--- src/rtl/dcache_flush_arbiter_pkg.sv ---
// rtl/dcache_flush_arbiter_pkg.sv - shared types and defaults for the dcache flush arbiter
package dcache_flush_arbiter_pkg;

    typedef enum logic [1:0] {
        FLUSH_IDLE,
        FLUSH_BUSY,
        FLUSH_SETTLE
    } flush_arb_state_e;

    localparam int unsigned FLUSH_DRAIN_CYCLES = 16;

endpackage

--- src/rtl/flush_rr_pick.sv ---
// rtl/flush_rr_pick.sv - combinational round-robin pick: lowest pending index >= rr_ptr, wrapping
module flush_rr_pick #(
    parameter int unsigned NrReq = 3,
    parameter int unsigned IdxW  = (NrReq > 1) ? $clog2(NrReq) : 1
) (
    input  logic [NrReq-1:0] pending_i,
    input  logic [IdxW-1:0]  rr_ptr_i,
    output logic [IdxW-1:0]  idx_o,
    output logic [NrReq-1:0] onehot_o,
    output logic             valid_o
);

    always_comb begin
        logic [IdxW-1:0] cand;
        idx_o   = '0;
        valid_o = 1'b0;
        cand    = '0;
        for (int unsigned k = 0; k < NrReq; k++) begin
            cand = IdxW'((32'(rr_ptr_i) + k) % NrReq);
            if (!valid_o && pending_i[cand]) begin
                valid_o = 1'b1;
                idx_o   = cand;
            end
        end
    end

    assign onehot_o = valid_o ? (NrReq'(1) << idx_o) : '0;

endmodule

--- src/rtl/dcache_flush_arbiter.sv ---
// rtl/dcache_flush_arbiter.sv - shares the dcache flush port between NrReq requesters
// Define FLUSH_COALESCE_EN to let one flush serve every requester pending at grant time.
module dcache_flush_arbiter
    import dcache_flush_arbiter_pkg::*;
#(
    parameter int unsigned NrReq       = 3,
    parameter int unsigned DrainCycles = FLUSH_DRAIN_CYCLES
) (
    input  logic                                   clk_i,
    input  logic                                   rst_ni,
    input  logic [NrReq-1:0]                       req_i,
    output logic [NrReq-1:0]                       ack_o,
    output logic                                   busy_o,
    output logic [((NrReq > 1) ? $clog2(NrReq) : 1)-1:0] active_idx_o,
    output logic                                   flush_dcache_o,
    input  logic                                   flush_dcache_ack_i,
    input  logic                                   cache_busy_i
);

    localparam int unsigned IdxW = (NrReq > 1) ? $clog2(NrReq) : 1;
    localparam int unsigned CntW = $clog2(DrainCycles + 1);
    localparam logic [CntW-1:0] CntLast = CntW'(DrainCycles - 1);

    flush_arb_state_e state_q, state_d;
    logic [NrReq-1:0] pending_q, pending_d;
    logic [NrReq-1:0] grant_q, grant_d;
    logic [IdxW-1:0]  rr_ptr_q, rr_ptr_d;
    logic [IdxW-1:0]  active_idx_q, active_idx_d;
    logic [CntW-1:0]  drain_cnt_q, drain_cnt_d;

    logic [IdxW-1:0]  win_idx;
    logic [NrReq-1:0] win_onehot;
    logic             win_valid;

    flush_rr_pick #(
        .NrReq (NrReq),
        .IdxW  (IdxW)
    ) u_pick (
        .pending_i (pending_q),
        .rr_ptr_i  (rr_ptr_q),
        .idx_o     (win_idx),
        .onehot_o  (win_onehot),
        .valid_o   (win_valid)
    );

    always_comb begin
        state_d        = state_q;
        grant_d        = grant_q;
        rr_ptr_d       = rr_ptr_q;
        active_idx_d   = active_idx_q;
        drain_cnt_d    = drain_cnt_q;
        ack_o          = '0;
        flush_dcache_o = 1'b0;

        unique case (state_q)
            FLUSH_IDLE: begin
                if (win_valid) begin
`ifdef FLUSH_COALESCE_EN
                    grant_d = pending_q;
`else
                    grant_d = win_onehot;
`endif
                    active_idx_d = win_idx;
                    rr_ptr_d     = (32'(win_idx) == NrReq - 1) ? '0 : win_idx + 1'b1;
                    state_d      = FLUSH_BUSY;
                end
            end
            FLUSH_BUSY: begin
                flush_dcache_o = 1'b1;
                if (flush_dcache_ack_i) begin
                    state_d     = FLUSH_SETTLE;
                    drain_cnt_d = '0;
                end
            end
            FLUSH_SETTLE: begin
                // Any cache activity restarts the idle window from scratch.
                if (cache_busy_i) begin
                    drain_cnt_d = '0;
                end else if (drain_cnt_q == CntLast) begin
                    ack_o   = grant_q;
                    state_d = FLUSH_IDLE;
                end else begin
                    drain_cnt_d = drain_cnt_q + 1'b1;
                end
            end
            default: state_d = FLUSH_IDLE;
        endcase

        // A request coinciding with its own ack is a fresh request and stays pending.
        pending_d = (pending_q & ~ack_o) | req_i;
    end

    assign busy_o       = (state_q != FLUSH_IDLE) || (|pending_q);
    assign active_idx_o = active_idx_q;

    always_ff @(posedge clk_i or negedge rst_ni) begin
        if (!rst_ni) begin
            state_q      <= FLUSH_IDLE;
            pending_q    <= '0;
            grant_q      <= '0;
            rr_ptr_q     <= '0;
            active_idx_q <= '0;
            drain_cnt_q  <= '0;
        end else begin
            state_q      <= state_d;
            pending_q    <= pending_d;
            grant_q      <= grant_d;
            rr_ptr_q     <= rr_ptr_d;
            active_idx_q <= active_idx_d;
            drain_cnt_q  <= drain_cnt_d;
        end
    end

endmodule

--- config.mk ---
export PLATFORM = sky130hd
export DESIGN_NAME = dcache_flush_arbiter
export DESIGN_NICKNAME = d
export VERILOG_FILES = /design/src/rtl/dcache_flush_arbiter_pkg.sv /design/src/rtl/flush_rr_pick.sv /design/src/rtl/dcache_flush_arbiter.sv
export SDC_FILE = /design/constraint.sdc
export NUM_CORES = 1
export LEC_CHECK = 0
export ABC_CLOCK_PERIOD_IN_PS = 3500
export CAP_MARGIN = 10
export CORE_MARGIN = 2
export CORE_UTILIZATION = 60
export CTS_CLUSTER_DIAMETER = 80
export DETAILED_ROUTE_END_ITERATION = 7
export DONT_BUFFER_PORTS = 1
export GPL_ROUTABILITY_DRIVEN = 0
export PLACE_DENSITY = 0.81
export SLEW_MARGIN = 20
export SYNTH_ARGS = -nofsm -noshare
export SYNTH_HDL_FRONTEND = slang
export SYNTH_SLANG_ARGS = --single-unit
export TNS_END_PERCENT = 30
--- constraint.sdc ---
create_clock -name clk_i -period 3.5 [get_ports clk_i]
set_clock_uncertainty 0.2 [all_clocks]
set_input_delay 0.175 -clock clk_i [delete_from_list [all_inputs] [get_ports clk_i]]
set_output_delay 0.175 -clock clk_i [all_outputs]
set_load 0.02 [all_outputs]
Word level (Yosys, flattened, before mapping)
Index checks and enable logic that the tools add are counted.
{"block": "totals", "ff_bits": 17, "latchBits": 0, "mem_bits_rw": 0, "romBits": 0, "in_bits": 7, "out_inout_bits": 7, "wordCells": 67, "n_memories": 0}
{"block": "classes", "add_sub_neg": 4, "multipliers": 0, "div_mod_pow": 3, "magnitude_cmp": 3, "n_eq_ne": 9, "n_shift": 1, "muxes": 26, "bitwise": 3, "n_reduce_logical": 12}
{"op": "$mod A32 B2 Y32 const B", "count": 2}
{"op": "$mod A2 B2 Y32 const B", "count": 1}
{"op": "$mux W2", "count": 8}
{"op": "$mux W5", "count": 3}
{"op": "$pmux W5 S2", "count": 1}
{"op": "$lt A2 B3 Y1 const B", "count": 3}
{"op": "$mux W3", "count": 3}
{"op": "$mux W1", "count": 7}
{"op": "$bmux W1 S2", "count": 3}
{"op": "$ne A2 B2 Y1 const B", "count": 3}
{"op": "$pmux W2 S3", "count": 1}
{"op": "$add A5 B1 Y5 const B", "count": 1}
{"op": "$eq A5 B4 Y1 const B", "count": 1}
{"op": "$eq A2 B2 Y1 const B", "count": 2}
{"op": "$reduce_and A4 Y1", "count": 1}
{"op": "$reduce_bool A2 Y1", "count": 2}
{"op": "$add A2 B1 Y3 const B", "count": 1}
{"op": "$add A2 B2 Y3 const B", "count": 1}
{"op": "$and A3 B3 Y3", "count": 1}
{"op": "$ne A3 B3 Y1 const B", "count": 1}
{"op": "$not A3 Y3", "count": 1}
{"op": "$or A3 B3 Y3", "count": 1}
{"op": "$reduce_and A3 Y1", "count": 1}
{"op": "$reduce_or A3 Y1", "count": 1}
{"op": "9 further kinds", "count": 11}

Depth between registers and ports, before layout
{"block": "depth", "depth_word": 12, "mapped_depth": 8, "ltp_nobuf": 8}

Cells and area by module
A second synthesis with hierarchy kept.
{"block": "unflattened", "cells_unflattened": 108, "area_unflattened_um2": 1127.3}
{"mod": "dcache_flush_arbiter", "n_inst": 1, "cells_each": 66, "area_per_inst_um2": 797.0, "seq_area_each_um2": 425.4}
{"mod": "flush_rr_pick", "n_inst": 1, "cells_each": 42, "area_per_inst_um2": 330.3, "seq_area_each_um2": 0.0}

Worst setup path after synthesis
No wires, ideal clock.
{"block": "synth_path", "path_kind": "flip-flop to flip-flop", "startpoint": "register grant_q[0] (netlist name)", "endpoint": "register grant_q[0]", "arrival_time_ps": 1674, "t_required_ps": 3179, "slack_ps": 1505, "path_stages_with_launch": 8, "period_less_slack_ps": 1995, "path_cell_list": "dfrtp_1 -> inv_1 -> ha_1 -> a22o_1 -> o21bai_2 -> a41o_4 -> and3b_1 -> a22o_1"}
{"item": "end signal: assignment", "line": "dcache_flush_arbiter.sv:107", "rtl": "grant_q <= grant_d;"}
{"item": "end: declaration", "line": "dcache_flush_arbiter.sv:26", "rtl": "logic [NrReq-1:0] grant_q, grant_d;"}

Worst setup path after layout
{"block": "layout_path", "startpoint": "register drain_cnt_q[0]", "endpoint": "output ack_o[2]"}
{"block": "layout_between", "elab_chain_cells": 4}
{"item": "start: declaration", "line": "dcache_flush_arbiter.sv:29", "rtl": "logic [CntW-1:0] drain_cnt_q, drain_cnt_d;"}
{"item": "start signal: assignment", "line": "dcache_flush_arbiter.sv:110", "rtl": "drain_cnt_q <= drain_cnt_d;"}
{"item": "$eq A5 B4 Y1", "line": "dcache_flush_arbiter.sv:79", "rtl": "end else if (drain_cnt_q == CntLast) begin"}
{"item": "$mux W3", "line": "dcache_flush_arbiter.sv:79"}
{"item": "$mux W3", "line": "dcache_flush_arbiter.sv:77", "rtl": "if (cache_busy_i) begin"}
{"item": "$mux W3", "line": "dcache_flush_arbiter.sv:55", "rtl": "unique case (state_q)"}
{"item": "end: declaration", "line": "dcache_flush_arbiter.sv:12", "rtl": "output logic [NrReq-1:0] ack_o,"}
Every way passes these cells.

==> flow_summary_export.csv <==
group,metric,value,unit
worst_setup_path,critPathLaunch,"drain_cnt_q[0]",
pwr,switching_share,43.6,%
sta,finalSetupViolCount,0,
synthesis,syn-num-nets,108,
route,post_drt_wl_per_cell,15.2,um
clock_tree,cts.clk_slew.worst_paths,0.09,ns
synthesis,synth_cells,95,
grt,overflow,0,
place,port_buffers,0,
synthesis,netlist_area,910,um^2
layout,antennaDiodeCount,0,
clock_tree,clock_latency,0.29,ns
floorplan,core,0.00145,mm^2
floorplan,die_area,0.00184,mm^2
grt,grt_usage,23.2,%
sta,fmax,440,MHz
synthesis,synth.distinct_cells,33,
layout,drive_above_1_share,8.65,%
route,drc_errors,0,
synthesis,syn_avg_cell_area,9.57,um^2
min_path,min_path_type,"input pin to flip-flop",
worst_setup_path,reg2reg_slack,1.32,ns
layout,area.growth.synth_to_final,10.6,%
layout,nNetsFinal,118,
place,placed_cell_area,930,um^2
route,drt_wl_total,1830,um
synthesis,ys_ff_latch,15,
pwr,p_switching,334,uW
floorplan,start_util,62.6,%
grt,grt_pass1_vias,673,
clock_tree,cts_tree,"done",
grt,grt_pass1_wl,3080,um
worst_setup_path,worstPathArrival,1.90,ns
route,via_per_inst,5.98,
sta,period_needed,2.27,ns
pwr,power_frac_clock,13.2,%
sta,tightest_slew,0.767,ns
floorplan,placementRows,14,
pwr,power_frac_seq,35.0,%
flow_run,max_cap_violations,0,
floorplan,die_x,42.9,um
pwr,p_int,432,uW
grt,antenna_found_initial,0,
worst_setup_path,crit_path_max_fanout,4,
sta,rsz0062_at_grt,"no",
route,drt_iter0_drc,8,
pwr,ir_drop,0.500,mV
sta,fin_crit_sh,65.0,%
worst_setup_path,path_class,"flip-flop to output pin",
route,vias,717,
worst_setup_path,cp-end-kind,"output pin",
clock_tree,cts_buffer_depth,2,
sta,relSlewSlack,48.5,%
clock_tree,cts_buffers,3,
synthesis,yosysSeqAreaShare,41.3,%
outcome,status,"complete, but fails checks",
clock_tree,cts-htree-levels,1,
clock_tree,cts_root_buffer,"clkbuf_4",
route,dr.pass1.iters,4,
layout,postLayoutCellArea,0.00101,mm^2
layout,fillers,125,
sta,hold_viol,1,
pwr,p_per_area,762,mW/mm^2
worst_setup_path,worstSetupStartpointType,"flip-flop",
min_path,hp-start,"cache_busy_i",
sta,hold_ws,-0.00478,ns
worst_setup_path,rr_startpoint,"grant_q[0]",
clock_tree,clock-sinks,15,
worst_setup_path,required,3.12,ns
synthesis,yosys_warnings,0,
place,dpl.hpwl,1270,um
grt,grt_max_degree,16,
outcome,violations,"hold timing",
pwr,p_leak,0.000478,uW
route,drtAntennaViolNets,0,
clock_tree,cts_resized,0,
floorplan,die_h,42.9,um
pwr,combPwrFrac,51.8,%
sta,drv_slew,0,
sta,fin_setup_tns,0,ns
floorplan,io_pins,14,
metrics by stage:
step / util (%) / instances / power (uW) / setup slack, ns / hold slack, ns
after global placement: 63.9 / 111 / 644 / 1.36 / -0.320
after CTS: 69.2 / 120 / 762 / 1.24 / 0.00255
final: 69.2 / 120 / 766 / 1.23 / -0.00478
after global routing: 69.2 / 120 / 834 / 1.13 / 0.0294
after detailed placement: 63.9 / 111 / 657 / 1.34 / -0.320
after floorplan: - / 95 / 585 / 1.50 / -0.321
worst max-delay path: stages, from the launching register on:
cell and delay (ns):
dfrtp_1 0.39, ha_1 0.19, and3_1 0.17, ha_1 0.13
nand2b_1 0.11, nor3_1 0.61
cell usage in the layout, fill, tap and decap left out, types with 2 or more instances in the layout:
master and n:
clkbuf_4 3, o221ai_1 2, ha_1 6, nand2_1 6
mux2i_1 2, nor2_1 4, nor3_1 4, nand3b_1 2
a22o_1 2, nor2b_1 4, dfrtp_1 15, o21bai_1 3
a21oi_1 5, nand2b_1 3, inv_1 11, o21ai_1 8
dlygate4sd3_1 5
routing by layer:
metal | part of all wire [%] | track usage, %
met2 | 51 | 40.3
met1 | 45 | 28.5
met5 | 0 | 0
met4 | 2.1 | 10.9
met3 | 1.7 | 2.55
area by class of cell:
class / instances / area (um^2) / share of cell area (%)
multi-input combinational: 69 / 493 / 49.0
sequential: 15 / 375 / 37.3
timing repair buffer: 5 / 50.0 / 4.98
inverter: 11 / 41.3 / 4.10
clock buffer: 4 / 26.3 / 2.61
tap: 16 / 20.0 / 1.99
cell families after synthesis:
group / share of synthesized area (%)
AND/OR/NAND/NOR: 19.9
AO/OA/AOI/OAI: 22.6
flip-flops: 41.3
buffers and inverters: 4.54
adder cells (fa/ha/maj): 8.25
multiplexers: 3.44
what timing repair did:
item                                   in CTS  in global routing
endpoints found under the hold margin      21                  0
setup endpoints to repair                   0                  0
hold buffers                                5                  0
buffers inserted                            0                  0
flip-flops by register name (all words and copies together) (netlist names):
signal / flops
active_idx_o: 2
pending_q: 3
rr_ptr_q: 1
drain_cnt_q: 5
state_q: 2
grant_q: 2
Yosys cell counts:
cell type  number  area share, %
or2b_1          1           0.83
mux2i_1         2            2.2
inv_1          11            4.5
nor3_1          4            2.2
o221ai_1        2            1.9
o32ai_1         1           0.96
a41o_4          1            2.3
or3_1           1           0.69
mux2_2          1            1.2
nor2b_1         4            2.8
a22oi_2         1            1.4
nor2b_2         1           0.96
or4_1           1           0.83
and3_1          1           0.69
or2_1           1           0.69
o21a_1          1           0.83
o31ai_1         1           0.83
or2_4           1           0.96
a21boi_0        1           0.83
a21oi_1         5            2.8
nand2b_1        3            2.1
and3b_1         1           0.96
nand3_1         1           0.55
nand2_1         6            2.5
a31oi_1         1           0.69
ha_1            6            8.3
nor2_1          4            1.7
o21ai_1         8            4.4
o21bai_2        1            1.2
nand3b_1        2            1.7
dfrtp_1        15             41
a22o_1          2            1.9
o21bai_1        3            2.5
power by group through the flow:
stage | clock network, uW | logic [uW] | registers (uW)
finish | 101 | 397 | 268
global route | 109 | 451 | 274
CTS | 99.8 | 394 | 268
detailed placement | 0 | 386 | 271
global placement | 0 | 376 | 269
floorplan | 0 | 324 | 261
worst paths after layout:
kind	endpoint	cells after the start
worst max-delay path	ack_o[2]	5
worst min-delay path	drain_cnt_q[1]	2
worst max register to register	grant_q[0]	7
worst min register to register	drain_cnt_q[2]	1
max in group asynchronous	active_idx_o[0]	1
min in group asynchronous	pending_q[1]	1
No activity file was read; power rests on OpenSTA's default activity.
